<file path="src/rtl/ts_capture_pkg.sv">
// ts_capture_pkg: shared constants and FSM encoding for the TS capture engine
package ts_capture_pkg;
  localparam int ADDR_PID = 2;
  localparam int ADDR_READ_REQUEST = 4;
  localparam int ADDR_DROP_COUNT = 5;
  localparam int ADDR_TS_DATA_BASE = 128;
  localparam int PACK_BYTE_SIZE = 188;
  localparam int PACK_WORD_SIZE = 47;
  localparam logic [7:0] TS_SYNC_BYTE = 8'h47;
  typedef enum logic [2:0] {ST_IDLE, ST_HUNT, ST_HEADER, ST_CAPTURE, ST_DONE} state_t;
endpackage

</file>
<file path="src/rtl/ts_capture_buf.sv">
// ts_capture_buf: 47x32 packet buffer, byte-lane write port, registered read port
module ts_capture_buf
  import ts_capture_pkg::*;
(
  input  logic        clk,
  input  logic        rst,
  input  logic        we,
  input  logic [7:0]  wr_idx,
  input  logic [7:0]  wr_byte,
  input  logic        re,
  input  logic [5:0]  rd_idx,
  output logic [31:0] rd_word
);
  logic [31:0] mem [PACK_WORD_SIZE];
  // byte n lands in word n>>2, lane n[1:0]; reads are captured only on re
  always_ff @(posedge clk) begin
    if (rst) begin
      for (int i = 0; i < PACK_WORD_SIZE; i++) mem[i] <= '0;
      rd_word <= '0;
    end else begin
      if (we) mem[wr_idx[7:2]][{wr_idx[1:0], 3'b000} +: 8] <= wr_byte;
      if (re) rd_word <= mem[rd_idx];
    end
  end
endmodule

</file>
<file path="src/rtl/ts_capture.sv">
// ts_capture: hunts the TS for one packet of a programmed PID and exposes it via the register port
module ts_capture
  import ts_capture_pkg::*;
#(
  parameter int C_S_AXI_DATA_WIDTH = 32,
  parameter int OPT_MEM_ADDR_BITS = 10
) (
  input  logic                          clk,
  input  logic                          rst,
  input  logic [7:0]                    ts_data,
  input  logic                          ts_valid,
  input  logic                          ts_sync,
  input  logic                          wen,
  input  logic [OPT_MEM_ADDR_BITS-1:0]  waddr,
  input  logic [C_S_AXI_DATA_WIDTH-1:0] wdata,
  input  logic                          ren,
  input  logic [OPT_MEM_ADDR_BITS-1:0]  raddr,
  output logic [C_S_AXI_DATA_WIDTH-1:0] rdata,
  output logic                          capture_done
);
  localparam int A = OPT_MEM_ADDR_BITS;
  localparam logic [A-1:0] A_PID = A'(ADDR_PID);
  localparam logic [A-1:0] A_RR = A'(ADDR_READ_REQUEST);
  localparam logic [A-1:0] A_DROP = A'(ADDR_DROP_COUNT);
  localparam logic [A-1:0] A_BASE = A'(ADDR_TS_DATA_BASE);
  localparam logic [7:0] LAST_IDX = 8'(PACK_BYTE_SIZE - 1);
  state_t state;
  logic [7:0] byte_idx;
  logic [4:0] b1;
  logic [12:0] pid, cur_pid;
  logic pid_en, cur_en;
  logic [15:0] drop_cnt;
  logic arm, v, sync47, in_pkt, buf_we, in_buf, sel_buf;
  logic [7:0] buf_idx;
  logic [A-1:0] roff;
  logic [31:0] rd_val, reg_word, buf_word;
  logic unused_wdata;
  assign unused_wdata = ^{wdata[31:17], wdata[15:13]};
  assign arm = wen && waddr == A_RR;
  assign v = ts_valid && !arm;
  assign sync47 = ts_sync && ts_data == TS_SYNC_BYTE;
  assign in_pkt = state == ST_HEADER || state == ST_CAPTURE;
  assign buf_we = v && ((state == ST_HUNT && sync47) || (in_pkt && (!ts_sync || sync47)));
  assign buf_idx = ts_sync ? 8'd0 : byte_idx;
  assign roff = raddr - A_BASE;
  assign in_buf = raddr >= A_BASE && roff < A'(PACK_WORD_SIZE);
  assign capture_done = state == ST_DONE;
  assign rdata = sel_buf ? buf_word : reg_word;
  // register-side read value for non-buffer addresses
  always_comb
    rd_val = raddr == A_PID  ? {15'b0, pid_en, 3'b0, pid} :
             raddr == A_RR   ? {31'b0, capture_done} :
             raddr == A_DROP ? {16'b0, drop_cnt} : 32'd0;
  // PID register, arming, drop counter and the packet hunt FSM
  always_ff @(posedge clk) begin
    if (rst) begin
      state <= ST_IDLE;
      byte_idx <= '0;
      b1 <= '0;
      pid <= '0;
      pid_en <= 1'b0;
      cur_pid <= '0;
      cur_en <= 1'b0;
      drop_cnt <= '0;
    end else begin
      if (wen && waddr == A_PID) begin
        pid_en <= wdata[16];
        pid <= wdata[12:0];
      end
      if (arm) begin
        cur_pid <= pid;
        cur_en <= pid_en;
        state <= ST_HUNT;
        byte_idx <= '0;
      end else if (v && in_pkt && ts_sync) begin
        drop_cnt <= &drop_cnt ? drop_cnt : drop_cnt + 16'd1;
        state <= sync47 ? ST_HEADER : ST_HUNT;
        byte_idx <= sync47 ? 8'd1 : 8'd0;
      end else if (v && state == ST_HUNT && sync47) begin
        state <= ST_HEADER;
        byte_idx <= 8'd1;
      end else if (v && state == ST_HEADER && byte_idx == 8'd1) begin
        b1 <= ts_data[4:0];
        byte_idx <= 8'd2;
      end else if (v && state == ST_HEADER) begin
        state <= (!cur_en || {b1, ts_data} == cur_pid) ? ST_CAPTURE : ST_HUNT;
        byte_idx <= (!cur_en || {b1, ts_data} == cur_pid) ? 8'd3 : 8'd0;
      end else if (v && state == ST_CAPTURE) begin
        state <= byte_idx == LAST_IDX ? ST_DONE : ST_CAPTURE;
        byte_idx <= byte_idx + 8'd1;
      end
    end
  end
  // read data register; buffer words come from the buffer's own read register
  always_ff @(posedge clk) begin
    if (rst) begin
      reg_word <= '0;
      sel_buf <= 1'b0;
    end else if (ren) begin
      reg_word <= rd_val;
      sel_buf <= in_buf;
    end
  end
  ts_capture_buf u_buf (
    .clk(clk),
    .rst(rst),
    .we(buf_we),
    .wr_idx(buf_idx),
    .wr_byte(ts_data),
    .re(ren && in_buf),
    .rd_idx(roff[5:0]),
    .rd_word(buf_word)
  );
endmodule

</file>
<file path="config.mk">
export PLATFORM = sky130hd
export DESIGN_NAME = ts_capture
export DESIGN_NICKNAME = d
export VERILOG_FILES = /design/src/rtl/ts_capture_pkg.sv /design/src/rtl/ts_capture_buf.sv /design/src/rtl/ts_capture.sv
export SDC_FILE = /design/constraint.sdc
export NUM_CORES = 2
export LEC_CHECK = 0
export BUFFER_PORTS_ARGS = -buffer_cell sky130_fd_sc_hd__buf_2
export CORE_MARGIN = 3
export CORE_UTILIZATION = 60
export CTS_CLUSTER_SIZE = 10
export DETAILED_ROUTE_END_ITERATION = 8
export MAX_ROUTING_LAYER = met4
export PLACE_DENSITY = 0.86
export SYNTH_ARGS = -nofsm -noshare
export SYNTH_HDL_FRONTEND = slang
export SYNTH_SLANG_ARGS = --single-unit
export TNS_END_PERCENT = 50
</file>
<file path="constraint.sdc">
create_clock -name clk -period 8.8 [get_ports clk]
set_clock_uncertainty 0.2 [all_clocks]
set_input_delay 0.44 -clock clk [delete_from_list [all_inputs] [get_ports clk]]
set_output_delay 0.44 -clock clk [all_outputs]
set_load 0.02 [all_outputs]
</file>
Word level (Yosys, flattened, before mapping). Memory sizes are Yosys's and may differ from the RTL's. A register that Yosys moved wholly into a read port is not among the register bits. Index checks and enable logic that the tools add are counted. Widths: inputs -> output; s select.

Memories: 1. Input bits: 66. Output and inout bits: 33. Memory bits (writable): 1504. Register bits: 93. Logic and storage cells: 101.

Memory list: u_buf.mem (depth 47, width 32, rd ports 1, clocked after memory_dff 1, wr ports 47, line ts_capture_buf.sv:14) `logic [31:0] mem [PACK_WORD_SIZE];`.

Shift operators: 2. Multiplexer cells: 29. Reduce and logical (&&, ||, !) cells: 33. $lt $le $gt $ge: 2. Bitwise gates (word level): 4. Add/sub/neg operators: 4. Eq/ne operators: 15.

Operators by type and width (count): $mux 32 (4); $mux 8 (6); $mux 16 (2); $reduce_or 32->1 (1); $shift 8x7->32 const A (1); $shiftx 8x7->32 (1); $eq 10x3->1 const B (3); $eq 10x2->1 const B (2); $mux 3 (6); $mux 17 (1); $add 16x1->16 const B (1); $logic_and 1x1->1 (16); $reduce_and 16->1 (1); $eq 13x13->1 (1); $ge 10x8->1 const B (1); $lt 10x6->1 const B (1); $reduce_bool 5->1 (2); $sub 10x8->10 const B (1); $add 8x1->8 const B (1); $eq 8x1->1 const B (1); $eq 8x7->1 const B (1); $eq 8x8->1 const B (1); $neg 5->7 (1); $eq 3x2->1 const B (2); other kinds (15) (31).

Longest topological paths before layout.
Depth in word-level cells: 11. Mapped depth: 13.

Hierarchy. From an unflattened synthesis, not the netlist that was laid out.

Cells, all modules: 6325. Area, all modules: 92558.8 µm².

By module, submodules not included: ts_capture_buf (sequential area each 62139.6 µm², area an instance 88581.2 µm², times used 1, cells an instance 5844); ts_capture (sequential area each 1561.5 µm², area an instance 3977.6 µm², times used 1, cells an instance 481).

Worst setup path before layout. No wires, ideal clock.

Kind: in2reg. Start: in ts_sync. End: mem u_buf.mem[12][16] (data pin). Required time: 8.462 ns. Setup slack: 5.695 ns. Setup time: 0.138 ns. Stages: 11. Arrival: 2.767 ns. Cells stage by stage: buf_2 > buf_1 > nor2_1 > ha_1 > nand2b_1 > clkbuf_1 > nor4b_4 > nand2_2 > buf_6 > buf_6 > nor2_4.

RTL lines: from (decl) (line ts_capture.sv:12) `input logic ts_sync,`; to (decl) (line ts_capture_buf.sv:14).

==> results_dict.tcl <==
set metrics [dict create \
    synth.mux.area_fraction_pct 13.2 \
    finalSetupViolations 0 \
    synth-simple-area-share_pct 12.8 \
    max_freq_mhz 242 \
    dp_hpwl_mm 122 \
    rows 127 \
    critPathTopFamily "simple AND/OR/NAND/NOR gates" \
    cts_sinks 1646 \
    grt_usage_pct 33.2 \
    hold_class "input port to flop" \
    finalHoldViolCount 0 \
    synth.ff_latch_count 1646 \
    synth_top_cell_by_area "edfxtp_1" \
    rsz0062_at_grt "false" \
    worstSetupPathType "flop to flop" \
    path_cells "nand2b_1, nor2_1, nand2_2, buf_4, o21ai_0" \
    cpPeakStageDelay_ns 0.92 \
    route.detailed.drc 2 \
    worstPathRequired_ns 8.98 \
    crit_arrival_ns 4.31 \
    synth_top_family_by_area "multiplexers" \
    register_area_um2 48300 \
    leakage_uw 0.0251 \
    r2r-start "byte_idx[4]" \
    hold_buffers 41 \
    gp_congestion 0.929 \
    antenna_left 0 \
    grt_pass1_wl_mm 303 \
    dr_total_vias 48610 \
    avgSynthCellArea_um2 13.9 \
    p_total_uw 16800 \
    drt_pre_antenna_iters 8 \
    min-delay-start "ts_data[7]" \
    p_per_area_nw_per_um2 208 \
    ir_drop_mv 0.171 \
    ys_types 71 \
    portBuffers 80 \
    status "complete, but fails checks" \
    fill_cells 7292 \
    syn_area_um2 73700 \
    root_buffer "clkbuf_16" \
    layout.nets 5390 \
    timing.final.crit_share_pct 47.0 \
    tightest_slew_ns 1.44 \
    slew_headroom_pct 2.75 \
    synth-edff-count 1536 \
    ys_warn_count 0 \
    ys_async_sr_fraction_pct 0 \
    cts_buffer_depth 3 \
    area_delta_synth_final_pct 9.76 \
    violations "DRC" \
    yosysSeqAreaShare_pct 65.6 \
    die_w_um 356 \
    end_kind "flop" \
    slew_viol_final 0 \
    syn_inst 5309 \
    start_util_pct 60.9 \
    wire_per_inst_um 29.2 \
    clk_pin_slew_ns 0.06 \
    drt_wl_total_mm 205 \
    final_common_cell "edfxtp_1" \
    drt_iter0_drc 8765 \
    min_period_ns 4.14 \
    synth_top_area_share_pct 62.6 \
    cts_resized 0 \
    post_cts_buffers 0 \
    antenna_found_initial 9 \
    synthAdderAreaFrac_pct 0.153 \
    synth_nets 5384 \
    final_cell_mix "1536 x edfxtp_1, 1249 x nor2_1, 323 x mux4_2, 282 x nor2_2, 232 x o21ai_0" \
    synth_area_leaders "edfxtp_1 63%, mux4_2 9.9%, nor2_1 6.4%" \
    cts-buffers-inserted 182 \
    grt_overflow 0 \
    multiInputGateArea_um2 22700 \
    coreArea_um2 121000 \
    clock_latency_ns 0.79 \
    grt_pass1_vias 48658 \
    num_io_pins 99 \
    die_h_um 356 \
    cap_viol_max_count 0 \
    layout-drive-gt1-share_pct 25.0 \
    synth_compound_area_share_pct 4.13 \
    startpoint "byte_idx[4]" \
    critPathMaxFanout 19 \
    vias_per_cell 6.91 \
    finalSetupTns_ns 0 \
    grt_max_degree 109 \
    start_kind "flop" \
    die-area_um2 127000 \
    cts_tree "yes" \
    htreeDepth 4 \
    yosys_most_used_dff "edfxtp_1" \
    synth_xor_area_share_pct 0.333 \
    crit_buf_inv 1 \
    cpMaxStageDelayCell "o21ai_0" \
]
[synth_stat cells (39+ instances only)]
master    instances
edfxtp_1       1536
nor2_1         1250
mux4_2          323
clkbuf_1        300
nor2_2          282
o21ai_0         238
nand2_1         193
mux2i_1         146
dfxtp_1         110
buf_2           101
mux2_2           91
o22ai_1          90
nor2_4           70
a21oi_1          64
buf_6            47
buf_1            39
buf_4            39
[worst reg2reg max path: cells and delay by family, from the launching register on]
family | cells | cell delay [ns]
AND/OR/NAND/NOR | 3 | 1.59
flip-flops | 1 | 0.56
buffers and inverters | 1 | 0.46
AO/OA/AOI/OAI | 1 | 0.93
[routing by layer]
layer / GRT usage (%) / routed length, um / vias to the layer above
li1: - / - / 19360
met5: - / 0 / -
met1: 40.9 / 65200 / 23660
met2: 50.6 / 97000 / 4754
met4: 16.2 / 11400 / 0
met3: 9.91 / 31800 / 836
[sequential cells by signal, summed over array words and instances, names as in the netlist]
signal and count:
cur_pid 13, b1 5, u_buf.rd_word 32, cur_en 1
byte_idx 8, state 3, drop_cnt 16, reg_word 17
pid 13, sel_buf 1, u_buf.mem 1536, pid_en 1
[path summary, 6_finish.rpt]
check / endpoint / slack, ns / depth (start not counted)
max: u_buf.mem[39][13] / 4.66 / 5
min: u_buf.mem[47][7] / 0.07 / 2
max reg2reg: u_buf.mem[39][13] / 4.66 / 5
min reg2reg: reg_word[13] / 0.27 / 2
[logic make-up after synthesis]
logic type / after synthesis
AO/OA/AOI/OAI: 506
XOR/XNOR: 28
adder cells (fa/ha/maj): 9
buffers and inverters: 542
flip-flops: 1646
multiplexers: 560
AND/OR/NAND/NOR: 2018
[report_power, final]
part / total [uW] / internal (uW) / switching [uW] / leakage [uW]
Sequential: 9010 / 8890 / 121 / 0.0155
Clock: 6810 / 3880 / 2930 / 0.00246
Combinational: 976 / 403 / 573 / 0.00718
[per-stage QoR]
| step | instance area (um^2) | cells | worst slack [ns] | util (%) | hold WS (ns) |
|---|---|---|---|---|---|
| 2_1_floorplan | 73700 | 5309 | 5.70 | - | 0.222 |
| 3_3_place_gp | 75300 | 6699 | 4.62 | 62.3 | 0.237 |
| 5_1_grt | 80900 | 7030 | 4.62 | 66.9 | 0.0436 |
| 6_report | 80900 | 7032 | 4.66 | 66.9 | 0.0720 |
| 4_1_cts | 80800 | 7021 | 4.85 | 66.8 | 0.0190 |
| 3_5_place_dp | 75300 | 6699 | 4.49 | 62.3 | 0.253 |
[final cells by class]
cell class              instances  area share [%]
clock inverters                 9           0.130
repair buffers                355            3.23
inverters                       9          0.0480
flip-flops and latches       1646            59.8
diodes                          8          0.0248
well taps                    1612            2.49
multi-input cells            3121            28.1
clock buffers                 272            6.19
Power figures use the tool's default switching activity.
